--- config.mk ---
export PLATFORM = sky130hd
export DESIGN_NAME = result_pager
export DESIGN_NICKNAME = d
export VERILOG_FILES = /design/src/rtl/cpu_pkg.sv /design/src/rtl/btn_edge_det.sv /design/src/rtl/result_pager.sv
export SDC_FILE = /design/constraint.sdc
export NUM_CORES = 1
export LEC_CHECK = 0
export BUFFER_PORTS_ARGS = -buffer_cell sky130_fd_sc_hd__clkbuf_2
export CAP_MARGIN = 20
export CORE_MARGIN = 1.5
export CORE_UTILIZATION = 55
export CTS_CLUSTER_SIZE = 10
export DETAILED_ROUTE_END_ITERATION = 12
export MAX_ROUTING_LAYER = met4
export PLACE_DENSITY = 0.74
export SLEW_MARGIN = 0
export SYNTH_ARGS = -nofsm -noshare
export SYNTH_HDL_FRONTEND = slang
export SYNTH_SLANG_ARGS = --single-unit
--- constraint.sdc ---
create_clock -name clk -period 4.3 [get_ports clk]
set_input_delay 0.215 -clock clk [delete_from_list [all_inputs] [get_ports clk]]
set_output_delay 0.215 -clock clk [all_outputs]
set_load 0.02 [all_outputs]
--- src/rtl/cpu_pkg.sv ---
// Shared definitions for the CPU front-panel blocks.
// Holds the result-pager state encoding, the LED byte width and the
// default result word width.
package cpu_pkg;

  localparam int LED_W     = 8;
  localparam int DEF_WIDTH = 16;

  typedef enum logic [1:0] {
    ST_IDLE  = 2'd0,
    ST_SHIFT = 2'd1,
    ST_SHOW  = 2'd2
  } state_t;

endpackage

--- src/rtl/btn_edge_det.sv ---
// Push-button rising-edge detector.
// Two-flop synchronizer plus a previous-value flop. The output is high for
// exactly one clk cycle per rising edge of the synchronized level.
// Ports:
//   clk     system clock
//   rst_n   asynchronous active-low reset
//   i_level raw, asynchronous button level
//   o_edge  one-cycle pulse per press
module btn_edge_det (
  input  logic clk,
  input  logic rst_n,
  input  logic i_level,
  output logic o_edge
);

  logic r_sync1;
  logic r_sync2;
  logic r_prev;

  // Synchronize the raw level and keep its previous synchronized value.
  always_ff @(posedge clk or negedge rst_n) begin
    if (!rst_n) begin
      r_sync1 <= 1'b0;
      r_sync2 <= 1'b0;
      r_prev  <= 1'b0;
    end else begin
      r_sync1 <= i_level;
      r_sync2 <= r_sync1;
      r_prev  <= r_sync2;
    end
  end

  assign o_edge = r_sync2 & ~r_prev;

endmodule

--- src/rtl/result_pager.sv ---
// Result pager: deserializes the LSB-first result stream from the CPU core
// into a holding register and shows it on the LEDs one byte (page) at a time.
// A button press advances the page; wrapping past the last page marks the
// word as read. A word in progress does not disturb the displayed word.
// Optional feature (macro RESULT_PAGER_AUTO_PAGE_EN): a free-running
// AUTO_DIV-bit counter also advances the page in SHOW each time it wraps.
// Ports:
//   clk, rst_n        clock, asynchronous active-low reset
//   i_ser_bit         serial result bit, LSB first
//   i_ser_valid       i_ser_bit valid this cycle
//   i_ser_last        final bit of a word (with i_ser_valid)
//   i_btn_level       raw push-button level
//   o_led_out         displayed byte of the held word
//   o_page            index of the displayed byte
//   o_result_ready    held word has unread data
//   o_busy            capture in progress
//   o_overrun         sticky: word completed while previous one was unread
module result_pager
  import cpu_pkg::*;
#(
  parameter  int WIDTH    = DEF_WIDTH,
  parameter  int AUTO_DIV = 22,
  localparam int PAGES    = WIDTH / LED_W,
  localparam int PW       = (PAGES > 1) ? $clog2(PAGES) : 1
) (
  input  logic             clk,
  input  logic             rst_n,
  input  logic             i_ser_bit,
  input  logic             i_ser_valid,
  input  logic             i_ser_last,
  input  logic             i_btn_level,
  output logic [LED_W-1:0] o_led_out,
  output logic [PW-1:0]    o_page,
  output logic             o_result_ready,
  output logic             o_busy,
  output logic             o_overrun
);

  localparam int CW = $clog2(WIDTH + 1);

  state_t             r_state,  w_nx_state;
  logic [WIDTH-1:0]   r_shift,  w_nx_shift;
  logic [WIDTH-1:0]   r_hold,   w_nx_hold;
  logic [CW-1:0]      r_bitcnt, w_nx_bitcnt;
  logic [PW-1:0]      r_page,   w_nx_page;
  logic               r_ready,  w_nx_ready;
  logic               r_overrun, w_nx_overrun;
  logic               r_held,   w_nx_held;

  logic               w_btn_edge;
  logic               w_tick;
  logic               w_start;
  logic               w_complete;
  logic               w_adv;
  logic [WIDTH-1:0]   w_base;
  logic [CW-1:0]      w_pos;
  logic [WIDTH-1:0]   w_word;
  logic [WIDTH-1:0]   w_led_shift;

  btn_edge_det u_btn (
    .clk     (clk),
    .rst_n   (rst_n),
    .i_level (i_btn_level),
    .o_edge  (w_btn_edge)
  );

`ifdef RESULT_PAGER_AUTO_PAGE_EN
  logic [AUTO_DIV-1:0] r_auto_cnt;

  // Free-running auto-page divider, restarted on each completed word.
  always_ff @(posedge clk or negedge rst_n) begin
    if (!rst_n) begin
      r_auto_cnt <= '0;
    end else if (w_complete) begin
      r_auto_cnt <= '0;
    end else begin
      r_auto_cnt <= r_auto_cnt + {{(AUTO_DIV-1){1'b0}}, 1'b1};
    end
  end

  // Tick on the cycle the counter is about to wrap.
  assign w_tick = &r_auto_cnt;
`else
  // Auto-paging compiled out: the tick can never fire.
  assign w_tick = (AUTO_DIV < 0);
`endif

  // Next-state, capture and paging logic.
  always_comb begin
    w_nx_state   = r_state;
    w_nx_shift   = r_shift;
    w_nx_hold    = r_hold;
    w_nx_bitcnt  = r_bitcnt;
    w_nx_page    = r_page;
    w_nx_ready   = r_ready;
    w_nx_overrun = r_overrun;
    w_nx_held    = r_held;

    w_start    = i_ser_valid & (r_state != ST_SHIFT);
    w_complete = i_ser_valid & i_ser_last;

    // A new capture starts from an empty shift register at bit 0.
    if (w_start) begin
      w_base = '0;
      w_pos  = '0;
    end else begin
      w_base = r_shift;
      w_pos  = r_bitcnt;
    end
    // A shift by WIDTH or more drops the bit, which discards overflow bits.
    w_word = w_base | (WIDTH'(i_ser_bit) << w_pos);

    w_adv = (w_btn_edge & r_held & (r_state != ST_IDLE)) |
            (w_tick & (r_state == ST_SHOW));

    if (w_complete) begin
      // Completion wins over a simultaneous page advance.
      w_nx_hold    = w_word;
      w_nx_shift   = '0;
      w_nx_bitcnt  = '0;
      w_nx_page    = '0;
      w_nx_ready   = 1'b1;
      w_nx_overrun = r_overrun | r_ready;
      w_nx_held    = 1'b1;
      w_nx_state   = ST_SHOW;
    end else begin
      if (i_ser_valid) begin
        w_nx_shift = w_word;
        w_nx_state = ST_SHIFT;
        if (w_pos != CW'(WIDTH)) begin
          w_nx_bitcnt = w_pos + CW'(1);
        end else begin
          w_nx_bitcnt = w_pos;
        end
      end else begin
        w_nx_state = r_state;
      end

      if (w_adv) begin
        if (r_page == PW'(PAGES - 1)) begin
          w_nx_page  = '0;
          w_nx_ready = 1'b0;
        end else begin
          w_nx_page  = r_page + PW'(1);
        end
      end else begin
        w_nx_page = r_page;
      end
    end
  end

  // State and datapath registers.
  always_ff @(posedge clk or negedge rst_n) begin
    if (!rst_n) begin
      r_state   <= ST_IDLE;
      r_shift   <= '0;
      r_hold    <= '0;
      r_bitcnt  <= '0;
      r_page    <= '0;
      r_ready   <= 1'b0;
      r_overrun <= 1'b0;
      r_held    <= 1'b0;
    end else begin
      r_state   <= w_nx_state;
      r_shift   <= w_nx_shift;
      r_hold    <= w_nx_hold;
      r_bitcnt  <= w_nx_bitcnt;
      r_page    <= w_nx_page;
      r_ready   <= w_nx_ready;
      r_overrun <= w_nx_overrun;
      r_held    <= w_nx_held;
    end
  end

  // Page select as a shift by page*8.
  assign w_led_shift    = r_hold >> {r_page, 3'b000};
  assign o_led_out      = w_led_shift[LED_W-1:0];
  assign o_page         = r_page;
  assign o_result_ready = r_ready;
  assign o_busy         = (r_state == ST_SHIFT);
  assign o_overrun      = r_overrun;

endmodule
==> impl_metrics.csv <==
group,metric,value,unit
final_layout,area_growth,10.1,%
power_and_ir_drop,power_frac_comb,13.6,%
detailed_routing,drc_errors,0,
final_layout,final_layout_size_suffix_gt1_share,16.8,%
power_and_ir_drop,leakagePower,1.04,nW
power_and_ir_drop,vdd_drop_max,0.217,mV
detailed_routing,wl_per_cell,16.8,um
clock_network,clkSlewWorstSetupHoldPaths,80,ps
logic_synthesis,synth_ff_type,"dfrtp_1",
logic_synthesis,synth_area_leaders,"dfrtp_1 54%, o21ai_0 4.2%, mux2_2 4.2%",
logic_synthesis,netlist_instances,207,
power_and_ir_drop,p_clk_share,34.3,%
grt,grt_pass1_vias,1645,
placement,portBuffers,17,
clock_network,cts_buffers,5,
die,num_io_pins,18,
power_and_ir_drop,switching_power,236,uW
timing,fin_worst_skew,4.32,ps
placement,place_area,2200,um2
final_layout,fillers,292,
logic_synthesis,synth_top_area_share,54.2,%
hold_path,hold_class,"in2reg",
placement,dpl.hpwl,3.01,mm
logic_synthesis,synth_enable_flop_cells,0,
timing,hold_violations,0,
setup_path,arrival,1950,ps
grt,grt_pass1_wl,7.62,mm
detailed_routing,drt-total-wl,4.50,mm
logic_synthesis,synth_nets,213,
timing,setup_tns,0,ps
power_and_ir_drop,total_power,907,uW
die,fp.dieH,65.2,um
detailed_routing,viasPerCell,6.17,
final_layout,final_common_cell,"dfrtp_1",
power_and_ir_drop,switching_share,26.0,%
final_layout,finalNetCount,225,
clock_network,htree_levels,2,
die,core.rowCount,22,
timing,slew_headroom,49.4,%
setup_path,cp.required,4480,ps
power_and_ir_drop,power_density,388,nW/um2
die,core_area,3690,um2
logic_synthesis,yosysUniqueCellTypes,41,
clock_network,post_cts_buffers,0,
setup_path,crit_path_end_kind,"flop",
job,drv_cap,0,
power_and_ir_drop,seq_power_share,52.1,%
setup_path,rr_worst_depth,5,
die,fp.dieArea,4240,um2
logic_synthesis,ys_warn_count,0,
logic_synthesis,syn_area,2120,um2
logic_synthesis,async_flop_share,100,%
setup_path,worstSetupStartpointType,"flop",
setup_path,cp_max_fo,22,
final_layout,fin_area,2340,um2
timing,hold-worst-slack,18.9,ps
clock_network,cts_sinks,46,
logic_synthesis,synth_seq_cells,46,
logic_synthesis,seq_area_frac_synth,54.2,%
clock_network,clk_latency,300,ps
run_status,status,"completed",
timing,timing.fmax,566,MHz
detailed_routing,vias,1654,
logic_synthesis,synth_top_area_cell,"dfrtp_1",
placement,routabilityCongestion,0.873,
final_layout,n_antenna_cell,0,
grt,grt-ovfl-total,0,
power_and_ir_drop,p_int,671,uW
timing,finalCritPeriodShare,41.1,%
logic_synthesis,avgSynthCellArea,10.3,um2
detailed_routing,antenna_left,0,
setup_path,path_class,"reg2reg",
grt,track_usage,24.5,%
grt,antenna_found_initial,0,
timing,rsz0062_at_grt,"false",
clock_network,root_buffer,"clkbuf_8",
hold_path,hold_path_depth,1,
timing,worst_pin_slew,758,ps
timing,drv_slew,0,
detailed_routing,drt_iter0_drc,135,
setup_path,ff2ff_setup_slack,2530,ps
hold_path,min_from,"i_btn_level",
clock_network,tritoncts,"built",
clock_network,max-clock-path-buffers,2,
setup_path,reg2reg_to,"r_hold[0]$_DFFE_PN0P_",
timing,period_needed,1770,ps
timing,setup_violations,0,
hold_path,holdPathEnd,"u_btn.r_sync1$_DFF_PN0_",
setup_path,r2r_start,"r_state[1]$_DFFE_PN0P_",
die,die-width,65.2,um
die,start_util,57.6,%
detailed_routing,dr.pass1.iters,4,
final_layout,final_cell_mix,"46 x dfrtp_1, 23 x nor2_1, 20 x nand2_1, 18 x o21ai_0, 17 x clkbuf_2",
grt,grt_max_degree,47,
-- worst max-delay path by stage --
stage	to	startpoint	slack [ps]	depth (start not counted)
after floorplan	o_led_out[0]	o_page$_DFFE_PN0P_	2860	2
after global placement	r_hold[11]$_DFFE_PN0P_	i_ser_valid	2480	5
after detailed placement	r_hold[11]$_DFFE_PN0P_	i_ser_valid	2450	5
after CTS	r_hold[0]$_DFFE_PN0P_	r_state[1]$_DFFE_PN0P_	2550	5
after global routing	r_hold[0]$_DFFE_PN0P_	r_state[1]$_DFFE_PN0P_	2470	5
final	r_hold[0]$_DFFE_PN0P_	r_state[1]$_DFFE_PN0P_	2530	5
-- Yosys cell counts, types with 4 or more instances --
library cell / instances
a21o_1: 4
a21oi_1: 11
a22oi_1: 8
a31oi_1: 5
a32o_1: 6
buf_2: 4
clkbuf_1: 6
dfrtp_1: 46
mux2_2: 8
nand2_1: 20
nand3_1: 4
nor2_1: 23
o21ai_0: 18
-- final cells by class --
| type | instances | area (um2) | share of cell area (%) |
|---|---|---|---|
| tap | 48 | 60.1 | 2.57 |
| clock buffer | 7 | 76.3 | 3.26 |
| multi-input combinational | 144 | 895 | 38.3 |
| clock inverter | 1 | 30.0 | 1.28 |
| timing repair buffer | 19 | 115 | 4.92 |
| inverter | 3 | 11.3 | 0.482 |
| sequential | 46 | 1150 | 49.2 |
-- through the flow --
stage | utilization [%] | setup WS, ps | instances
5_1_grt | 63.4 | 2470 | 268
3_5_place_dp | 59.7 | 2450 | 258
6_report | 63.4 | 2530 | 268
3_3_place_gp | 59.7 | 2480 | 258
2_1_floorplan | - | 2860 | 207
4_1_cts | 62.6 | 2550 | 266
-- metal layers --
metal  part of all wire, %  track usage (%)
met1                    45             31.9
met2                    48             37.9
met3                   5.3             5.99
met4                   2.1             8.59
met5                     0                -
-- critical path, cell delays in order (launching register included) --
cell and delay (ps):
dfrtp_1 410, nand2b_1 240, inv_2 350, o32ai_4 210, a221oi_1 350, nor2_1 90
-- kinds of logic after synthesis --
group	after synthesis	synth area share, %
AO/OA/AOI/OAI	68	22.4
flip-flops	46	54.2
multiplexers	8	4.24
buffers and inverters	17	3.71
XOR/XNOR	1	0.412
AND/OR/NAND/NOR	67	15.0
-- state kept, by name, summed over array words and instances (netlist names) --
| signal | flops |
|---|---|
| r_shift | 16 |
| r_bitcnt | 5 |
| r_held | 1 |
| u_btn.r_sync1 | 1 |
| u_btn.r_sync2 | 1 |
| r_state | 2 |
| o_page | 1 |
| o_overrun | 1 |
| r_hold | 16 |
| o_result_ready | 1 |
| u_btn.r_prev | 1 |
-- what timing repair did --
action,CTS,global route
endpoints found under the hold margin,0,9
gates resized for setup,0,0
hold buffers,0,1
-- power by group through the flow --
stage | Combinational, mW | Sequential (mW) | Clock [mW]
global route | 0.135 | 0.477 | 0.336
floorplan | 0.0929 | 0.472 | 0
detailed placement | 0.120 | 0.482 | 0
CTS | 0.121 | 0.473 | 0.318
global placement | 0.119 | 0.480 | 0
finish | 0.124 | 0.472 | 0.311
No activity file was read; power rests on OpenSTA's default activity.
